`src/rtl/mmio_pkg.sv`:
```
// mmio_pkg: address-map constants, FSM states and offset decoder shared by the MMIO bridge
package mmio_pkg;

    localparam logic [7:0] OUT_OFS  = 8'h00;
    localparam logic [7:0] IN_OFS   = 8'h40;
    localparam logic [7:0] STAT_OFS = 8'h80;

    typedef enum logic [1:0] {IDLE, WAIT, RESP} state_t;

    typedef enum logic [1:0] {REG_OUT, REG_IN, REG_STAT, REG_NONE} region_t;

    typedef struct packed {
        region_t    region;
        logic [3:0] idx;
        logic       err;
    } dec_t;

    // ofs is the 32-bit unsigned distance from the window base, so addresses below the base wrap high
    function automatic dec_t decode(input logic [31:0] ofs, input int n_out, input int n_in);
        dec_t d;
        d.idx    = ofs[5:2];
        d.region = (ofs[7:6] == OUT_OFS[7:6]) ? REG_OUT :
                   (ofs[7:6] == IN_OFS[7:6])  ? REG_IN  :
                   (ofs[7:0] == STAT_OFS)     ? REG_STAT : REG_NONE;
        d.err    = (ofs[31:8] != '0) || (ofs[1:0] != 2'b00) || (d.region == REG_NONE) ||
                   (d.region == REG_OUT && int'(d.idx) >= n_out) ||
                   (d.region == REG_IN && int'(d.idx) >= n_in);
        return d;
    endfunction

endpackage

```
`src/rtl/mmio_bridge_edge_capture.sv`:
```
// edge_capture: registered rising-edge detector feeding a sticky flag with clear, set wins
module edge_capture (
    input  logic clk,
    input  logic rst,
    input  logic evt_i,
    input  logic clr_i,
    output logic flag_o
);

    logic evt_q, flag_q;

    // A fresh rising edge overrides a clear landing on the same edge
    always_ff @(posedge clk) begin
        if (rst) begin
            evt_q  <= 1'b0;
            flag_q <= 1'b0;
        end else begin
            evt_q  <= evt_i;
            flag_q <= (evt_i & ~evt_q) | (flag_q & ~clr_i);
        end
    end

    assign flag_o = flag_q;

endmodule

```
`src/rtl/mmio_bridge.sv`:
```
// mmio_bridge: valid/ready MMIO bridge to output registers, input channels and sticky event flags
module mmio_bridge
    import mmio_pkg::*;
#(
    parameter int          N_OUT       = 4,
    parameter int          N_IN        = 4,
    parameter logic [31:0] BASE_ADDR   = 32'hFFFF_FC00,
    parameter int          WAIT_CYCLES = 1
) (
    input  logic                clk,
    input  logic                rst,
    input  logic                req_valid,
    input  logic                req_we,
    input  logic [31:0]         req_addr,
    input  logic [31:0]         req_wdata,
    output logic                req_ready,
    output logic                rsp_valid,
    output logic [31:0]         rsp_rdata,
    output logic                rsp_err,
    input  logic [N_IN*32-1:0]  in_data,
    input  logic [N_IN-1:0]     evt_in,
    output logic [N_OUT*32-1:0] out_data,
    output logic [N_OUT-1:0]    out_wstb
);

    localparam logic [3:0] CNT_INIT = 4'(WAIT_CYCLES > 0 ? WAIT_CYCLES - 1 : 0);

    state_t              state_q;
    logic [3:0]          cnt_q;
    logic                we_q;
    logic [31:0]         addr_q, wdata_q;
    logic                req_ready_q, rsp_valid_q, rsp_err_q;
    logic [31:0]         rsp_rdata_q;
    logic [N_OUT*32-1:0] out_q;
    logic [N_OUT-1:0]    wstb_q, wr_d;
    logic [N_IN-1:0]     flags, clr_d;
    logic                cur_we, commit_d, err_d;
    logic [31:0]         cur_addr, cur_wdata, rd_out, rd_in, rdata_d;
    dec_t                dec;

    // Decode the access that enters RESP on this edge: the live request when there are no wait states
    always_comb begin
        cur_we    = (state_q == IDLE) ? req_we : we_q;
        cur_addr  = (state_q == IDLE) ? req_addr : addr_q;
        cur_wdata = (state_q == IDLE) ? req_wdata : wdata_q;
        dec       = decode(cur_addr - BASE_ADDR, N_OUT, N_IN);
        commit_d  = (state_q == IDLE && req_valid && WAIT_CYCLES == 0) || (state_q == WAIT && cnt_q == 4'd0);
        err_d     = dec.err || (cur_we && dec.region == REG_IN);
        rd_out    = '0;
        rd_in     = '0;
        wr_d      = '0;
        for (int i = 0; i < N_OUT; i++) begin
            if (dec.idx == 4'(i)) begin
                rd_out  = out_q[i*32 +: 32];
                wr_d[i] = commit_d && cur_we && !err_d && dec.region == REG_OUT;
            end
        end
        for (int i = 0; i < N_IN; i++) begin
            if (dec.idx == 4'(i)) rd_in = in_data[i*32 +: 32];
        end
        rdata_d = (err_d || cur_we) ? '0 :
                  (dec.region == REG_OUT) ? rd_out :
                  (dec.region == REG_IN)  ? rd_in  : 32'(flags);
        clr_d   = (commit_d && !err_d && dec.region == REG_STAT) ? (cur_we ? cur_wdata[N_IN-1:0] : '1) : '0;
    end

    // Request/response FSM with registered handshake, response and output-register commit
    always_ff @(posedge clk) begin
        if (rst) begin
            state_q     <= IDLE;
            cnt_q       <= '0;
            we_q        <= 1'b0;
            addr_q      <= '0;
            wdata_q     <= '0;
            req_ready_q <= 1'b1;
            rsp_valid_q <= 1'b0;
            rsp_err_q   <= 1'b0;
            rsp_rdata_q <= '0;
            out_q       <= '0;
            wstb_q      <= '0;
        end else begin
            rsp_valid_q <= commit_d;
            rsp_err_q   <= commit_d && err_d;
            rsp_rdata_q <= commit_d ? rdata_d : '0;
            wstb_q      <= wr_d;
            for (int i = 0; i < N_OUT; i++) begin
                if (wr_d[i]) out_q[i*32 +: 32] <= cur_wdata;
            end
            case (state_q)
                IDLE: begin
                    if (req_valid) begin
                        we_q        <= req_we;
                        addr_q      <= req_addr;
                        wdata_q     <= req_wdata;
                        cnt_q       <= CNT_INIT;
                        state_q     <= (WAIT_CYCLES == 0) ? RESP : WAIT;
                        req_ready_q <= 1'b0;
                    end
                end
                WAIT: begin
                    if (cnt_q == 4'd0) state_q <= RESP;
                    else cnt_q <= cnt_q - 4'd1;
                end
                default: begin
                    state_q     <= IDLE;
                    req_ready_q <= 1'b1;
                end
            endcase
        end
    end

    for (genvar i = 0; i < N_IN; i++) begin : g_evt
        edge_capture u_evt (
            .clk   (clk),
            .rst   (rst),
            .evt_i (evt_in[i]),
            .clr_i (clr_d[i]),
            .flag_o(flags[i])
        );
    end

    assign req_ready = req_ready_q;
    assign rsp_valid = rsp_valid_q;
    assign rsp_rdata = rsp_rdata_q;
    assign rsp_err   = rsp_err_q;
    assign out_data  = out_q;
    assign out_wstb  = wstb_q;

endmodule

```
`config.mk`:
```
export PLATFORM = sky130hd
export DESIGN_NAME = mmio_bridge
export DESIGN_NICKNAME = d
export VERILOG_FILES = /design/src/rtl/mmio_pkg.sv /design/src/rtl/mmio_bridge_edge_capture.sv /design/src/rtl/mmio_bridge.sv
export SDC_FILE = /design/constraint.sdc
export NUM_CORES = 1
export LEC_CHECK = 0
export ABC_CLOCK_PERIOD_IN_PS = 3800
export BUFFER_PORTS_ARGS = -buffer_cell sky130_fd_sc_hd__buf_2
export CAP_MARGIN = 20
export CORE_MARGIN = 5
export CORE_UTILIZATION = 39
export DETAILED_ROUTE_END_ITERATION = 12
export HOLD_SLACK_MARGIN = 0.03
export PLACE_DENSITY = 0.59
export SLEW_MARGIN = 0
export SYNTH_ARGS = -nofsm -noshare
export SYNTH_HDL_FRONTEND = slang
export SYNTH_SLANG_ARGS = --single-unit
```
`constraint.sdc`:
```
create_clock -name clk -period 3.8 [get_ports clk]
set_clock_uncertainty 0.15 [all_clocks]
set_input_delay 0.19 -clock clk [delete_from_list [all_inputs] [get_ports clk]]
set_output_delay 0.19 -clock clk [all_outputs]
set_load 0.01 [all_outputs]
```
# After elaboration in Yosys (flattened, before gate mapping)
# Index checks and enable logic that the tools add are counted.
[classes]
add_sub_neg = 2
n_eq_ne = 12
muxes = 30
reduce_logical = 30
n_shift = 0
n_lt_le_gt_ge = 1
div_mod_pow = 0
mul = 0
bitwise_logic = 22
[ops]
columns = ["operator", "n"]
rows = [
  ["$mux 32", 12],
  ["$sub 32x32->32 const B", 1],
  ["$reduce_bool 24->1", 1],
  ["$mux 4", 4],
  ["$logic_and 1x1->1", 10],
  ["$not 1->1", 10],
  ["$and 1x1->1", 8],
  ["$eq 4x2->1 const B", 2],
  ["$eq 8x8->1 const B", 1],
  ["$logic_not 4->1", 2],
  ["$mux 2", 4],
  ["$pmux 4 s2", 1],
  ["$mux 1", 7],
  ["$eq 2x1->1 const B", 3],
  ["$logic_not 2->1", 3],
  ["$logic_or 1x1->1", 6],
  ["$reduce_and 2->1", 3],
  ["$eq 2x2->1 const B", 2],
  ["$eq 4x1->1 const B", 1],
  ["$ge 4x3->1 const B", 1],
  ["$ne 2x2->1 const B", 2],
  ["$or 1x1->1", 4],
  ["$pmux 2 s2", 1],
  ["$reduce_bool 2->1", 2],
  ["other kinds (6)", 6],
]
[totals]
input_bits = 200
ramBits = 0
memories = 0
ff_bits = 246
wordCells = 119
romBits = 0
output_inout_bits = 167
latch_bits = 0

# Depth between registers and ports, before layout
[depth]
ltp_word = 19
mapped_depth = 14
ltp_nobuf = 9

# Hierarchy
# A second synthesis with hierarchy kept.
[hier_totals]
hier_cells = 1475
hier_area_um2 = 12821.0
[modules_own_cells]
columns = ["mod", "cells_per_inst", "seq_area_each_um2", "instances", "area_per_inst_um2"]
rows = [
  ["mmio_bridge", 1451, 4764.6, 1, 12550.8],
  ["edge_capture", 6, 40.0, 4, 67.6],
]

# Worst setup path before layout
# No wires, ideal clock.
[synth_timing]
kind = "flip-flop to flip-flop"
start = "register state_q[1]"
end = "register rsp_rdata_q[10] (netlist: rsp_rdata[10])"
stages_incl_launch_ff = 11
t_required_ps = 3574
synth_period_minus_slack_ps = 3303
setup_slack_ps = 497
setup_time_ps = 76
n_path_buf = 3
t_arrival_ps = 3077
cell_sequence = "dfxtp_1 or4bb_1 a22oi_1 nand2_1 mux2i_1 or4_1 buf_2 or4_4 buf_6 buf_6 nor3_2"
[synth_between]
elab_chain_cells = 14
elab_cells_between_ends = 43
cone_classes = "add/sub: 1; order compare: 1; eq/ne: 8; mux: 15; bitwise: 1; reduce/logical: 17"
[synth_rtl]
columns = ["item", "line_no", "source"]
rows = [
  ["from (decl)", "mmio_bridge.sv:28", "state_t state_q;"],
  ["from (signal assigned)", "mmio_bridge.sv:96", "state_q <= (WAIT_CYCLES == 0) ? RESP : WAIT;"],
  ["$logic_not 2->1", "mmio_bridge.sv:43, mmio_bridge.sv:44", ""],
  ["$mux 32", "mmio_bridge.sv:44", "cur_addr = (state_q == IDLE) ? req_addr : addr_q;"],
  ["$sub 32x32->32", "mmio_bridge.sv:46", "dec = decode(cur_addr - BASE_ADDR, N_OUT, N_IN);"],
  ["$eq 8x8->1", "mmio_pkg.sv:24", "(ofs[7:0] == STAT_OFS) ? REG_STAT : REG_NONE;"],
  ["$mux 1", "mmio_pkg.sv:24", ""],
  ["$mux 2", "mmio_pkg.sv:23", "(ofs[7:6] == IN_OFS[7:6]) ? REG_IN :"],
  ["$mux 2", "mmio_pkg.sv:22", "d.region = (ofs[7:6] == OUT_OFS[7:6]) ? REG_OUT :"],
  ["$eq 2x2->1 or $logic_not 2->1 (tied branches)", "mmio_pkg.sv:25, mmio_pkg.sv:26, mmio_bridge.sv:62", ""],
  ["$logic_or 1x1->1 or $logic_and 1x1->1 (tied branches)", "mmio_pkg.sv:25, mmio_pkg.sv:26", ""],
  ["$logic_or 1x1->1", "mmio_pkg.sv:25", "d.err = (ofs[31:8] != '0) || (ofs[1:0] != 2'b00) || (d.region == REG_NONE) ||"],
  ["$logic_or 1x1->1", "mmio_pkg.sv:26", "(d.region == REG_OUT && int'(d.idx) >= n_out) ||"],
  ["$logic_or 1x1->1", "mmio_bridge.sv:48", "err_d = dec.err || (cur_we && dec.region == REG_IN);"],
  ["$logic_or 1x1->1", "mmio_bridge.sv:61", "rdata_d = (err_d || cur_we) ? '0 :"],
  ["$reduce_or 3->1 (no line)", "--", ""],
  ["to (signal assigned)", "mmio_bridge.sv:84", "rsp_rdata_q <= commit_d ? rdata_d : '0;"],
  ["to (decl)", "mmio_bridge.sv:33", "logic [31:0] rsp_rdata_q;"],
]
# Several ways; a longest one is shown, not always the timed one.
# A chain may end at the register's enable or synchronous reset.

# Final worst setup path
[layout_timing]
start = "register state_q[1]"
end = "register out_q[44] (netlist: out_data[44])"
[layout_between]
elab_chain_cells = 16
elab_cells_between_ends = 33
cone_classes = "add/sub: 1; order compare: 1; eq/ne: 6; mux: 7; reduce/logical: 18"
[layout_rtl]
columns = ["item", "line_no", "source"]
rows = [
  ["$logic_not 2->1", "mmio_bridge.sv:43, mmio_bridge.sv:44, mmio_bridge.sv:45", ""],
  ["$mux 32", "mmio_bridge.sv:44", ""],
  ["$sub 32x32->32", "mmio_bridge.sv:46", ""],
  ["$eq 8x8->1", "mmio_pkg.sv:24", ""],
  ["$mux 1", "mmio_pkg.sv:24", ""],
  ["$mux 2", "mmio_pkg.sv:23", ""],
  ["$mux 2", "mmio_pkg.sv:22", ""],
  ["$eq 2x2->1 or $logic_not 2->1 (tied branches)", "mmio_pkg.sv:25, mmio_pkg.sv:26, mmio_bridge.sv:55", ""],
  ["$logic_or 1x1->1 or $logic_and 1x1->1 (tied branches)", "mmio_pkg.sv:25, mmio_pkg.sv:26", ""],
  ["$logic_or 1x1->1", "mmio_pkg.sv:25", ""],
  ["$logic_or 1x1->1", "mmio_pkg.sv:26", ""],
  ["$logic_or 1x1->1", "mmio_bridge.sv:48", ""],
  ["$logic_not 1->1", "mmio_bridge.sv:55", "wr_d[i] = commit_d && cur_we && !err_d && dec.region == REG_OUT;"],
  ["$logic_and 1x1->1 (2 in series)", "mmio_bridge.sv:55", ""],
  ["$mux 1", "mmio_bridge.sv:53", "if (dec.idx == 4'(i)) begin"],
  ["to (signal, indexed assignment)", "mmio_bridge.sv:87", "if (wr_d[i]) out_q[i*32 +: 32] <= cur_wdata;"],
  ["to (decl)", "mmio_bridge.sv:34", "logic [N_OUT*32-1:0] out_q;"],
]
# Several ways; a longest one is shown, not always the timed one.

==> results.cfg <==
[floorplan]
io_pins = 367
core-area_mm2 = 0.0386
floorplan.die.width_um = 208
fp.dieH_um = 208
dieArea_mm2 = 0.0432
start_util_pct = 39.5
row_count = 72

[clocking]
clock_latency_ps = 570
cts_tree = yes
clk_pin_slew_worst_paths_ps = 60
cts.sinks = 246
htree_levels = 1
ctsLongestPathBuffers = 3
cts-root-buf = clkbuf_16
cts_buffers = 30

[flow_run]
drv_cap = 0

[critical_path]
setup.worst_path.end_class = register
worstPathArrival_ps = 4060
path_class = reg -> reg
worst-endpoint-required_ps = 4140
worst_setup_path_start_kind = register
cp_max_fo = 44

[synthesis]
yosys.area.top_type = dfxtp_1
synth_compound_area_share_pct = 30.5
synth_cell_types = 73
syn_inst = 1921
synth_flop_cell = dfxtp_1
async_flop_share_pct = 0
synthesis.area_mm2 = 0.0152
syn_area_per_cell_um2 = 7.94
synthXorXnorAreaFrac_pct = 0.402
synth_top_area_share_pct = 32.3
synthSimpleGateAreaFrac_pct = 21.9
synth.area.mux_share_pct = 6.09
syn_nets = 2122
netlist_top_cells_area = dfxtp_1 (32%), nand2_1 (8.5%), mux2i_1 (5.1%)
synthAdderAreaFrac_pct = 0.0820
synth-edff-count = 0
synth_top_family_by_area = compound AO/OA/AOI/OAI gates
yosys_warnings = 0
ys_ff_latch = 246
ys_seq_area_share_pct = 32.3

[sta]
rsz0062_at_grt = no
setup_violations = 0
layout_min_cycle_time_ps = 3720
fmax_mhz = 269
finalCritPeriodShare_pct = 97.9
hold_viol = 0
relSlewSlack_pct = 31.9
fin_tns_setup_ps = 0
hold_ws_ps = 49.4
slew_viol_final = 0
worstMarginPinSlew_ps = 1020
fin_ws_ps = 80.8

[pwr]
clkPwrFrac_pct = 40.6
power.total_mw = 7.14
switching_power_mw = 2.20
p_seq_share_pct = 37.4
swShare_pct = 30.8
p_int_mw = 4.94
p_leak_nw = 8.19
powerDensity_mw_per_mm2 = 348
vdd_drop_max_uv = 347
power.share.combinational_pct = 22.0

[global_route]
grt_max_degree = 82
grt.overflow.total = 0
antenna_found_initial = 0
grt_pass1_vias = 16514
grt_usage_pct = 29.4
grt_pass1_wl_mm = 103

[route]
drc = 0
vias = 17601
drt_iter0_drc = 1808
routed_wl_mm = 68.3
first_pass_iters = 5
wl_per_cell_um = 23.7
routed_via_density = 6.10
routed-wl-met3_mm = 6.51
wl_met2_mm = 30.3
drtAntennaViolNets = 0
m1WireLength_mm = 29.2
top_layer = met4

[layout]
areaGrowthSynthToFinish_pct = 34.4
drive_gt1_share_pct = 25.0
instances_no_fill = 2885
final_cell_area_mm2 = 0.0205
utilization_pct = 53.0
mostFrequentLayoutCells = buf_2 (365), nand2_1 (345), dfxtp_1 (246)
final_common_cell = buf_2
antenna_cells = 0
fin_nets = 2546
fill_cells = 3579

[place]
numPortBuffers = 366
post_dp_cell_area_mm2 = 0.0177
place.gp.congestion = 0.947
pre_cts_slack_ps = 87.9
post-place-cells = 2650
dpl.hpwl_mm = 46.4

[min_path]
min_path_type = in -> reg

[run_status]
status = completed
## final timing paths
check / startpoint / end / slack, ps / depth (start not counted)
setup / recovery: state_q[1]$_SDFFE_PP0P_ / out_data[44]$_SDFFE_PP0P_ / 80 / 10
hold / removal: in_data[126] / rsp_rdata[30]$_SDFF_PP0_ / 50 / 4
setup reg to reg: state_q[1]$_SDFFE_PP0P_ / out_data[44]$_SDFFE_PP0P_ / 80 / 10
hold reg to reg: wdata_q[5]$_SDFFE_PP0P_ / wdata_q[5]$_SDFFE_PP0P_ / 300 / 2
## cells in the mapped netlist, types with 30 or more instances
cell type and number:
nand2_1 347, dfxtp_1 246, clkbuf_1 168, a21oi_1 136, nor3_1 136, mux2i_1 77, o2111ai_1 72, o21a_1 69
inv_1 66, nand3_1 66, a41oi_1 64, o2111a_1 64, o41ai_1 64, buf_2 40, o22ai_1 35, nor3_2 30
## critical path, cell delays in order (launching register included)
cell      delay, ps
dfxtp_1         330
buf_12          170
or4bb_1         570
buf_4           180
a222oi_1        310
buf_4           200
nand2_1         100
a2111o_2        510
or4_2           670
buf_4           240
a21oi_1         180
## logic make-up after synthesis
group,Yosys count
compound gates,595
xor+xnor,7
fa+ha+maj,1
buf+inv,308
flops,246
mux,87
simple gates,677
## layout make-up
cell class	count	area, µm²	area share [%]
Clock buffer	46	892	4.35
Inverter	67	251	1.23
Multi-Input combinational cell	1368	9210	44.9
Tap cell	518	648	3.16
Sequential cell	246	4920	24.0
Timing Repair Buffer	632	4480	21.9
Clock inverter	8	95.1	0.464
## routing by layer
layer	vias up	global-route usage [%]
li1	8121	-
met1	8420	41.2
met4	0	9.08
met3	131	6.63
met2	929	45.4
met5	-	0
## flip-flops by register name (all words and copies together) (netlist names)
signal / count
rsp_valid: 1
wdata_q: 32
g_evt.u_evt.evt_q: 4
addr_q: 32
out_wstb: 4
we_q: 1
rsp_rdata: 32
out_data: 128
req_ready: 1
state_q: 2
g_evt.u_evt.flag_o: 4
cnt_q: 4
rsp_err: 1
## power by group through the flow
stage               Sequential (mW)  Clock [mW]  Combinational [mW]
floorplan                      2.72           0               0.833
global placement               2.73           0                1.32
detailed placement             2.73           0                1.34
CTS                            2.67        2.95                1.51
global route                   2.68        3.06                1.67
finish                         2.68        2.90                1.57
## what timing repair did
item                                    in CTS  in global routing
hold buffers                               175                  0
hold endpoints to repair                    98                  0
endpoints found under the setup margin       0                117
gates resized for setup                      0                  9
setup buffers                                0                  5
No activity file was read; power rests on OpenSTA's default activity.
